## config.mk

```make
export PLATFORM = sky130hd
export DESIGN_NAME = control_unit
export DESIGN_NICKNAME = d
export VERILOG_FILES = /design/src/rtl/ezrisc_pkg.sv /design/src/rtl/control_unit_instr_decoder.sv /design/src/rtl/control_unit.sv
export SDC_FILE = /design/constraint.sdc
export NUM_CORES = 1
export LEC_CHECK = 0
export ABC_AREA = 0
export CAP_MARGIN = 20
export CORE_UTILIZATION = 29
export CTS_CLUSTER_SIZE = 28
export DETAILED_ROUTE_END_ITERATION = 6
export MAX_ROUTING_LAYER = met4
export PLACE_DENSITY = 0.8
export REMOVE_ABC_BUFFERS = 1
export SLEW_MARGIN = 20
export SYNTH_ARGS = -nofsm -noshare
export SYNTH_HDL_FRONTEND = slang
export SYNTH_HIERARCHICAL = 1
export SYNTH_SLANG_ARGS = --single-unit
```

## constraint.sdc

```tcl
create_clock -name clk -period 2.6 [get_ports clk]
set_input_delay 0.52 -clock clk [delete_from_list [all_inputs] [get_ports clk]]
set_output_delay 0.52 -clock clk [all_outputs]
set_load 0.05 [all_outputs]
```

## src/rtl/ezrisc_pkg.sv

```systemverilog
// ezrisc_pkg: state encoding, opcode constants, alu_op constants and
// instruction classes shared by the control unit and its decoder.
package ezrisc_pkg;

  typedef enum logic [3:0] {
    ST_RESET = 4'd0,
    ST_T0    = 4'd1,
    ST_T1    = 4'd2,
    ST_T2    = 4'd3,
    ST_T3    = 4'd4,
    ST_T4    = 4'd5,
    ST_T5    = 4'd6,
    ST_T6    = 4'd7,
    ST_HALT  = 4'd8
  } state_t;

  typedef enum logic [2:0] {
    CLS_RTYPE   = 3'd0,
    CLS_IMM     = 3'd1,
    CLS_UNARY   = 3'd2,
    CLS_MULDIV  = 3'd3,
    CLS_NOP     = 3'd4,
    CLS_HALT    = 3'd5,
    CLS_ILLEGAL = 3'd6
  } instr_class_t;

  localparam logic [4:0] OP_ADD  = 5'd3;
  localparam logic [4:0] OP_SUB  = 5'd4;
  localparam logic [4:0] OP_SHR  = 5'd5;
  localparam logic [4:0] OP_SHL  = 5'd6;
  localparam logic [4:0] OP_ROR  = 5'd7;
  localparam logic [4:0] OP_ROL  = 5'd8;
  localparam logic [4:0] OP_AND  = 5'd9;
  localparam logic [4:0] OP_OR   = 5'd10;
  localparam logic [4:0] OP_ADDI = 5'd11;
  localparam logic [4:0] OP_ANDI = 5'd12;
  localparam logic [4:0] OP_ORI  = 5'd13;
  localparam logic [4:0] OP_MUL  = 5'd14;
  localparam logic [4:0] OP_DIV  = 5'd15;
  localparam logic [4:0] OP_NEG  = 5'd16;
  localparam logic [4:0] OP_NOT  = 5'd17;
  localparam logic [4:0] OP_NOP  = 5'd26;
  localparam logic [4:0] OP_HALT = 5'd27;

  localparam logic [3:0] ALU_AND = 4'h0;
  localparam logic [3:0] ALU_OR  = 4'h1;
  localparam logic [3:0] ALU_ADD = 4'h2;
  localparam logic [3:0] ALU_SUB = 4'h3;
  localparam logic [3:0] ALU_SHR = 4'h4;
  localparam logic [3:0] ALU_SHL = 4'h5;
  localparam logic [3:0] ALU_ROR = 4'h6;
  localparam logic [3:0] ALU_ROL = 4'h7;
  localparam logic [3:0] ALU_MUL = 4'h8;
  localparam logic [3:0] ALU_DIV = 4'h9;
  localparam logic [3:0] ALU_NEG = 4'hA;
  localparam logic [3:0] ALU_NOT = 4'hB;

endpackage

```

## src/rtl/control_unit_instr_decoder.sv

```systemverilog
// instr_decoder: combinational opcode -> (instruction class, alu_op).
// CONTROL_UNIT_MULDIV_EN: when defined, mul/div decode as CLS_MULDIV;
// otherwise they fall through to CLS_ILLEGAL.
module instr_decoder
  import ezrisc_pkg::*;
(
  input  logic [4:0]   opcode,
  output instr_class_t instr_class,
  output logic [3:0]   alu_op
);

  // Opcode lookup; non-ALU classes carry alu_op 0.
  always_comb begin
    instr_class = CLS_ILLEGAL;
    alu_op      = ALU_AND;
    case (opcode)
      OP_ADD:  begin instr_class = CLS_RTYPE; alu_op = ALU_ADD; end
      OP_SUB:  begin instr_class = CLS_RTYPE; alu_op = ALU_SUB; end
      OP_SHR:  begin instr_class = CLS_RTYPE; alu_op = ALU_SHR; end
      OP_SHL:  begin instr_class = CLS_RTYPE; alu_op = ALU_SHL; end
      OP_ROR:  begin instr_class = CLS_RTYPE; alu_op = ALU_ROR; end
      OP_ROL:  begin instr_class = CLS_RTYPE; alu_op = ALU_ROL; end
      OP_AND:  begin instr_class = CLS_RTYPE; alu_op = ALU_AND; end
      OP_OR:   begin instr_class = CLS_RTYPE; alu_op = ALU_OR;  end
      OP_ADDI: begin instr_class = CLS_IMM;   alu_op = ALU_ADD; end
      OP_ANDI: begin instr_class = CLS_IMM;   alu_op = ALU_AND; end
      OP_ORI:  begin instr_class = CLS_IMM;   alu_op = ALU_OR;  end
`ifdef CONTROL_UNIT_MULDIV_EN
      OP_MUL:  begin instr_class = CLS_MULDIV; alu_op = ALU_MUL; end
      OP_DIV:  begin instr_class = CLS_MULDIV; alu_op = ALU_DIV; end
`endif
      OP_NEG:  begin instr_class = CLS_UNARY; alu_op = ALU_NEG; end
      OP_NOT:  begin instr_class = CLS_UNARY; alu_op = ALU_NOT; end
      OP_NOP:  begin instr_class = CLS_NOP;   alu_op = ALU_AND; end
      OP_HALT: begin instr_class = CLS_HALT;  alu_op = ALU_AND; end
      default: begin instr_class = CLS_ILLEGAL; alu_op = ALU_AND; end
    endcase
  end

endmodule

```

## src/rtl/control_unit.sv

```systemverilog
// control_unit: fetch/decode/execute sequencer for the ezrisc datapath.
// Strobes are a combinational decode of the current state and opcode.
// CONTROL_UNIT_MULDIV_EN (in the decoder) enables mul/div and state T6.
module control_unit
  import ezrisc_pkg::*;
(
  input  logic        clk,
  input  logic        reset_n,
  input  logic [31:0] ir,
  output logic        pc_out, pc_in, inc_pc, mar_in, mdr_in, mdr_out,
  output logic        read, write, ir_in, y_in, z_in, z_low_out,
  output logic        z_high_out, c_out,
  output logic        gra, grb, grc, r_in, r_out, ba_out,
  output logic        hi_in, lo_in, hi_out, lo_out, outport_in, inport_out,
  output logic [3:0]  alu_op,
  output logic        run,
  output logic        illegal_op
);

  state_t       state_q, state_d;
  logic         illegal_q, illegal_d;
  instr_class_t cls;
  logic [3:0]   dec_alu;
  logic         unused_ir;

  // Only the opcode field steers sequencing; register/immediate fields
  // go straight to the datapath.
  assign unused_ir = ^ir[26:0];

  instr_decoder u_instr_decoder (
    .opcode      (ir[31:27]),
    .instr_class (cls),
    .alu_op      (dec_alu)
  );

  // Next-state and sticky illegal-opcode flag.
  always_comb begin
    state_d   = state_q;
    illegal_d = illegal_q;
    case (state_q)
      ST_RESET: state_d = ST_T0;
      ST_T0:    state_d = ST_T1;
      ST_T1:    state_d = ST_T2;
      ST_T2:    state_d = ST_T3;
      ST_T3: begin
        case (cls)
          CLS_NOP:     state_d = ST_T0;
          CLS_HALT:    state_d = ST_HALT;
          CLS_ILLEGAL: begin state_d = ST_T0; illegal_d = 1'b1; end
          default:     state_d = ST_T4;
        endcase
      end
      ST_T4:    state_d = ST_T5;
      ST_T5: begin
        if (cls == CLS_MULDIV) state_d = ST_T6;
        else                   state_d = ST_T0;
      end
      ST_T6:    state_d = ST_T0;
      ST_HALT:  state_d = ST_HALT;
      default:  state_d = ST_RESET;
    endcase
  end

  // State and flag registers with synchronous active-low reset.
  always_ff @(posedge clk) begin
    if (!reset_n) begin
      state_q   <= ST_RESET;
      illegal_q <= 1'b0;
    end else begin
      state_q   <= state_d;
      illegal_q <= illegal_d;
    end
  end

  assign illegal_op = illegal_q;

  // Strobe decode: everything defaults to 0, each state raises its own set.
  always_comb begin
    pc_out = 1'b0; pc_in = 1'b0; inc_pc = 1'b0; mar_in = 1'b0;
    mdr_in = 1'b0; mdr_out = 1'b0; read = 1'b0; write = 1'b0;
    ir_in = 1'b0; y_in = 1'b0; z_in = 1'b0; z_low_out = 1'b0;
    z_high_out = 1'b0; c_out = 1'b0;
    gra = 1'b0; grb = 1'b0; grc = 1'b0; r_in = 1'b0; r_out = 1'b0;
    ba_out = 1'b0; hi_in = 1'b0; lo_in = 1'b0; hi_out = 1'b0;
    lo_out = 1'b0; outport_in = 1'b0; inport_out = 1'b0;
    alu_op = ALU_AND;
    run    = 1'b1;
    case (state_q)
      ST_T0: begin pc_out = 1'b1; mar_in = 1'b1; inc_pc = 1'b1; z_in = 1'b1; alu_op = ALU_ADD; end
      ST_T1: begin z_low_out = 1'b1; pc_in = 1'b1; read = 1'b1; mdr_in = 1'b1; end
      ST_T2: begin mdr_out = 1'b1; ir_in = 1'b1; end
      ST_T3: begin
        case (cls)
          CLS_RTYPE, CLS_IMM, CLS_UNARY: begin grb = 1'b1; r_out = 1'b1; y_in = 1'b1; end
          CLS_MULDIV: begin gra = 1'b1; r_out = 1'b1; y_in = 1'b1; end
          default: begin end
        endcase
      end
      ST_T4: begin
        alu_op = dec_alu;
        z_in   = 1'b1;
        case (cls)
          CLS_RTYPE:             begin grc = 1'b1; r_out = 1'b1; end
          CLS_IMM:               begin c_out = 1'b1; end
          CLS_UNARY, CLS_MULDIV: begin grb = 1'b1; r_out = 1'b1; end
          default: begin end
        endcase
      end
      ST_T5: begin
        z_low_out = 1'b1;
        if (cls == CLS_MULDIV) begin
          lo_in = 1'b1;
        end else begin
          gra  = 1'b1;
          r_in = 1'b1;
        end
      end
      ST_T6:    begin z_high_out = 1'b1; hi_in = 1'b1; end
      ST_RESET: run = 1'b0;
      ST_HALT:  run = 1'b0;
      default:  run = 1'b0;
    endcase
  end

endmodule
```

==> run metrics, run 1 <==
status finished, final reports clean; Die W 54.9 um; Worst-Margin Slew 0.508 ns; worst path arrival time 1.99 ns; layout cells sized above 1 0.453; Critical Path RT 2.08 ns; placed cells 186; Finished Layout Cells 191; Final Worst Setup Slack 0.0936 ns; Mapped Area 811 um^2; vias 974; antenna-violating nets left 0; Yosys warnings 6; Root Driver clkbuf_4; CP delay by family, top buffers and inverters; max-cap viol count 0; die area 0.00301 mm^2; vias in the first global route 907; Max Clk Rate 399 MHz; R2R Path Start state_q[2]; hold-fix buffers at CTS 0; CTS tree built; CP Capture Type output port; clk_skew 0.00353 ns; Vias/cell 5.10; Clock Path Buffers 2; Yosys reg bits 5; Starting Density 0.316; hold_sp illegal_op; crit path launch ir[28]; Startpoint Class input port; pin count of the biggest net entering global routing 13; post-DP HPWL 1760 um; Mapped Cells 112; first-pass GRT wire length 3870 um; CTS clk-pin slew, worst paths 0.04 ns; Max FO, Critical Path 5; Cell Chain, Critical Path buf_6 -> buf_6 -> and2_4 -> nand2_1 -> o311ai_4 -> buf_4 -> nand3b_1 -> xor2_1 -> nor3_1 -> buf_4 -> buf_12; Tcrit/Tclk final 0.964; core area 0.00257 mm^2; Crit Path Category input port to output port; DRT iter0 DRCs 21; First-pass DRT Iterations 4; commonest cells after routing, fill and taps aside buf_4, nand2_1, nor2_1; CTS buffer count 3; # rows 18; GRT Residual Overflow 0; final core utilization 0.547; total power 0.000421 W; register area share after synthesis 0.123; WHS 0.502 ns; H-tree Lvls 1; total wire length 2450 um; IO Count 66; reg2reg setup slack 1.10 ns; Min Clock Period, post-route 2.51 ns; peak supply drop 0.000257 V; Slew Viols, Final 0; Unique masters post-synth 42; Critical Path Max Stage Delay 0.18 ns; Fin. Hold Viols 0; power per cell area 300 mW/mm^2; WL/cell 12.8 um; area delta synth->final 73.1%; RSZ-0062 raised after global routing true; DRC 0; CTS sink cnt 5; I/O Buffers 32; antenna violations before repair 0; All-Layer GR Usage 0.181; max_slew headroom 0.661; Final #Nets 201; most common cell after layout, fill and taps aside buf_4; setup violators final 0; Worst Hold Class flip-flop to flip-flop; Die Y 54.9 um; Worst-Skew Late Latency 0.25 ns; number of diodes 0; routability cong. 0.820; pre-CTS setup slack -0.524 ns; WP buf/inv 5; Max stage delay cell, worst path xor2_1; Avg Cell Area, Syn 7.24 um^2; Pleak 0.649 nW
worst paths after layout:
path | endpoint | cells past startpoint
worst max-delay path | gra | 11
worst min-delay path | illegal_op | 1
worst max register to register | illegal_op | 3
worst min register to register | illegal_op | 1
flip-flops by register name, summed over array words and instances (netlist names):
signal,count
state_q,4
illegal_op,1
logic make-up after synthesis:
family                     share of synthesized area
other                                        0.00463
adders and majority gates                     0.0772
xor gates and xnor gates                      0.0108
and+or+nand+nor                                0.410
AOI/OAI and AO/OA                              0.171
DFF                                            0.123
muxes                                         0.0123
buffers and inverters                          0.190
where the power goes:
part	switching (W)	internal (W)	leakage [nW]
clock	0.0000359	0.0000583	0.0150
combinational	0.000144	0.0000915	0.594
sequential	0.0000110	0.0000802	0.0409
total	0.000191	0.000230	0.649
routing by layer:
layer | wire length (um) | global-route usage | up-vias
met4 | 65 | 0.103 | 0
met1 | 979 | 0.194 | 450
li1 | - | - | 472
met2 | 1260 | 0.301 | 38
met5 | 0 | - | -
met3 | 147 | 0.0444 | 14
stage by stage:
stage | setup TNS (ns) | instance area (um^2)
after floorplan | -11.22 | 694
after global placement | -2.95 | 1300
after detailed placement | -3.54 | 1300
after CTS | 0 | 1350
after global routing | -0.0504 | 1400
final | 0 | 1400
cells in the mapped netlist (all sizes together):
library cell	count	area, um^2
buf	19	131
nor2	11	43.8
nand2	9	33.8
a21oi	6	30.0
dfxtp	5	100
ha	5	62.6
inv	5	18.8
nand2b	5	38.8
and2	4	26.3
nor3	4	20.0
o21ai	4	20.0
nand3	3	15.0
nor2b	3	18.8
nor4b	3	38.8
a2111oi	2	17.5
a21o	2	15.0
a31oi	2	12.5
and4bb	2	25.0
nand3b	2	15.0
nor3b	2	15.0
or3	2	12.5
a2111o	1	11.3
a22oi	1	7.51
a31o	1	8.76
and3	1	11.3
and3b	1	8.76
and4b	1	10.0
clkbuf	1	3.75
conb	1	3.75
mux2i	1	10.0
o21a	1	7.51
o311ai	1	8.76
xor2	1	8.76
timing repair:
| action | CTS | global route |
|---|---|---|
| pin swaps | 6 | 6 |
| gates resized for setup | 26 | 17 |
| buffers inserted | 1 | 0 |
| endpoints found under the setup margin | 10 | 6 |
layout make-up:
class                           count  area, um^2
Fill cell                         238        1160
Multi-Input combinational cell     87         656
Timing Repair Buffer               60         566
Sequential cell                     5         100
Tap cell                           30        37.5
Clock buffer                        4        26.3
Inverter                            5        18.8
(Power assumes the default switching activity.)
==> run 2, diff against run 1 <==
--- a/config.mk
+++ b/config.mk
@@ -12,6 +12,7 @@
 export DETAILED_ROUTE_END_ITERATION = 6
 export MAX_ROUTING_LAYER = met4
 export PLACE_DENSITY = 0.8
+export RECOVER_POWER = 25
 export REMOVE_ABC_BUFFERS = 1
 export SLEW_MARGIN = 20
 export SYNTH_ARGS = -nofsm -noshare
==> results of run 2 <==
Final layout, timing and power as in run 1 (identical DEF).
==> run 3, diff against run 2 <==
--- a/config.mk
+++ b/config.mk
@@ -14,7 +14,7 @@
 export PLACE_DENSITY = 0.8
 export RECOVER_POWER = 25
 export REMOVE_ABC_BUFFERS = 1
-export SLEW_MARGIN = 20
+export SLEW_MARGIN = 25
 export SYNTH_ARGS = -nofsm -noshare
 export SYNTH_HDL_FRONTEND = slang
 export SYNTH_HIERARCHICAL = 1
==> results of run 3 <==
Final layout, timing and power as in run 1 (identical DEF).
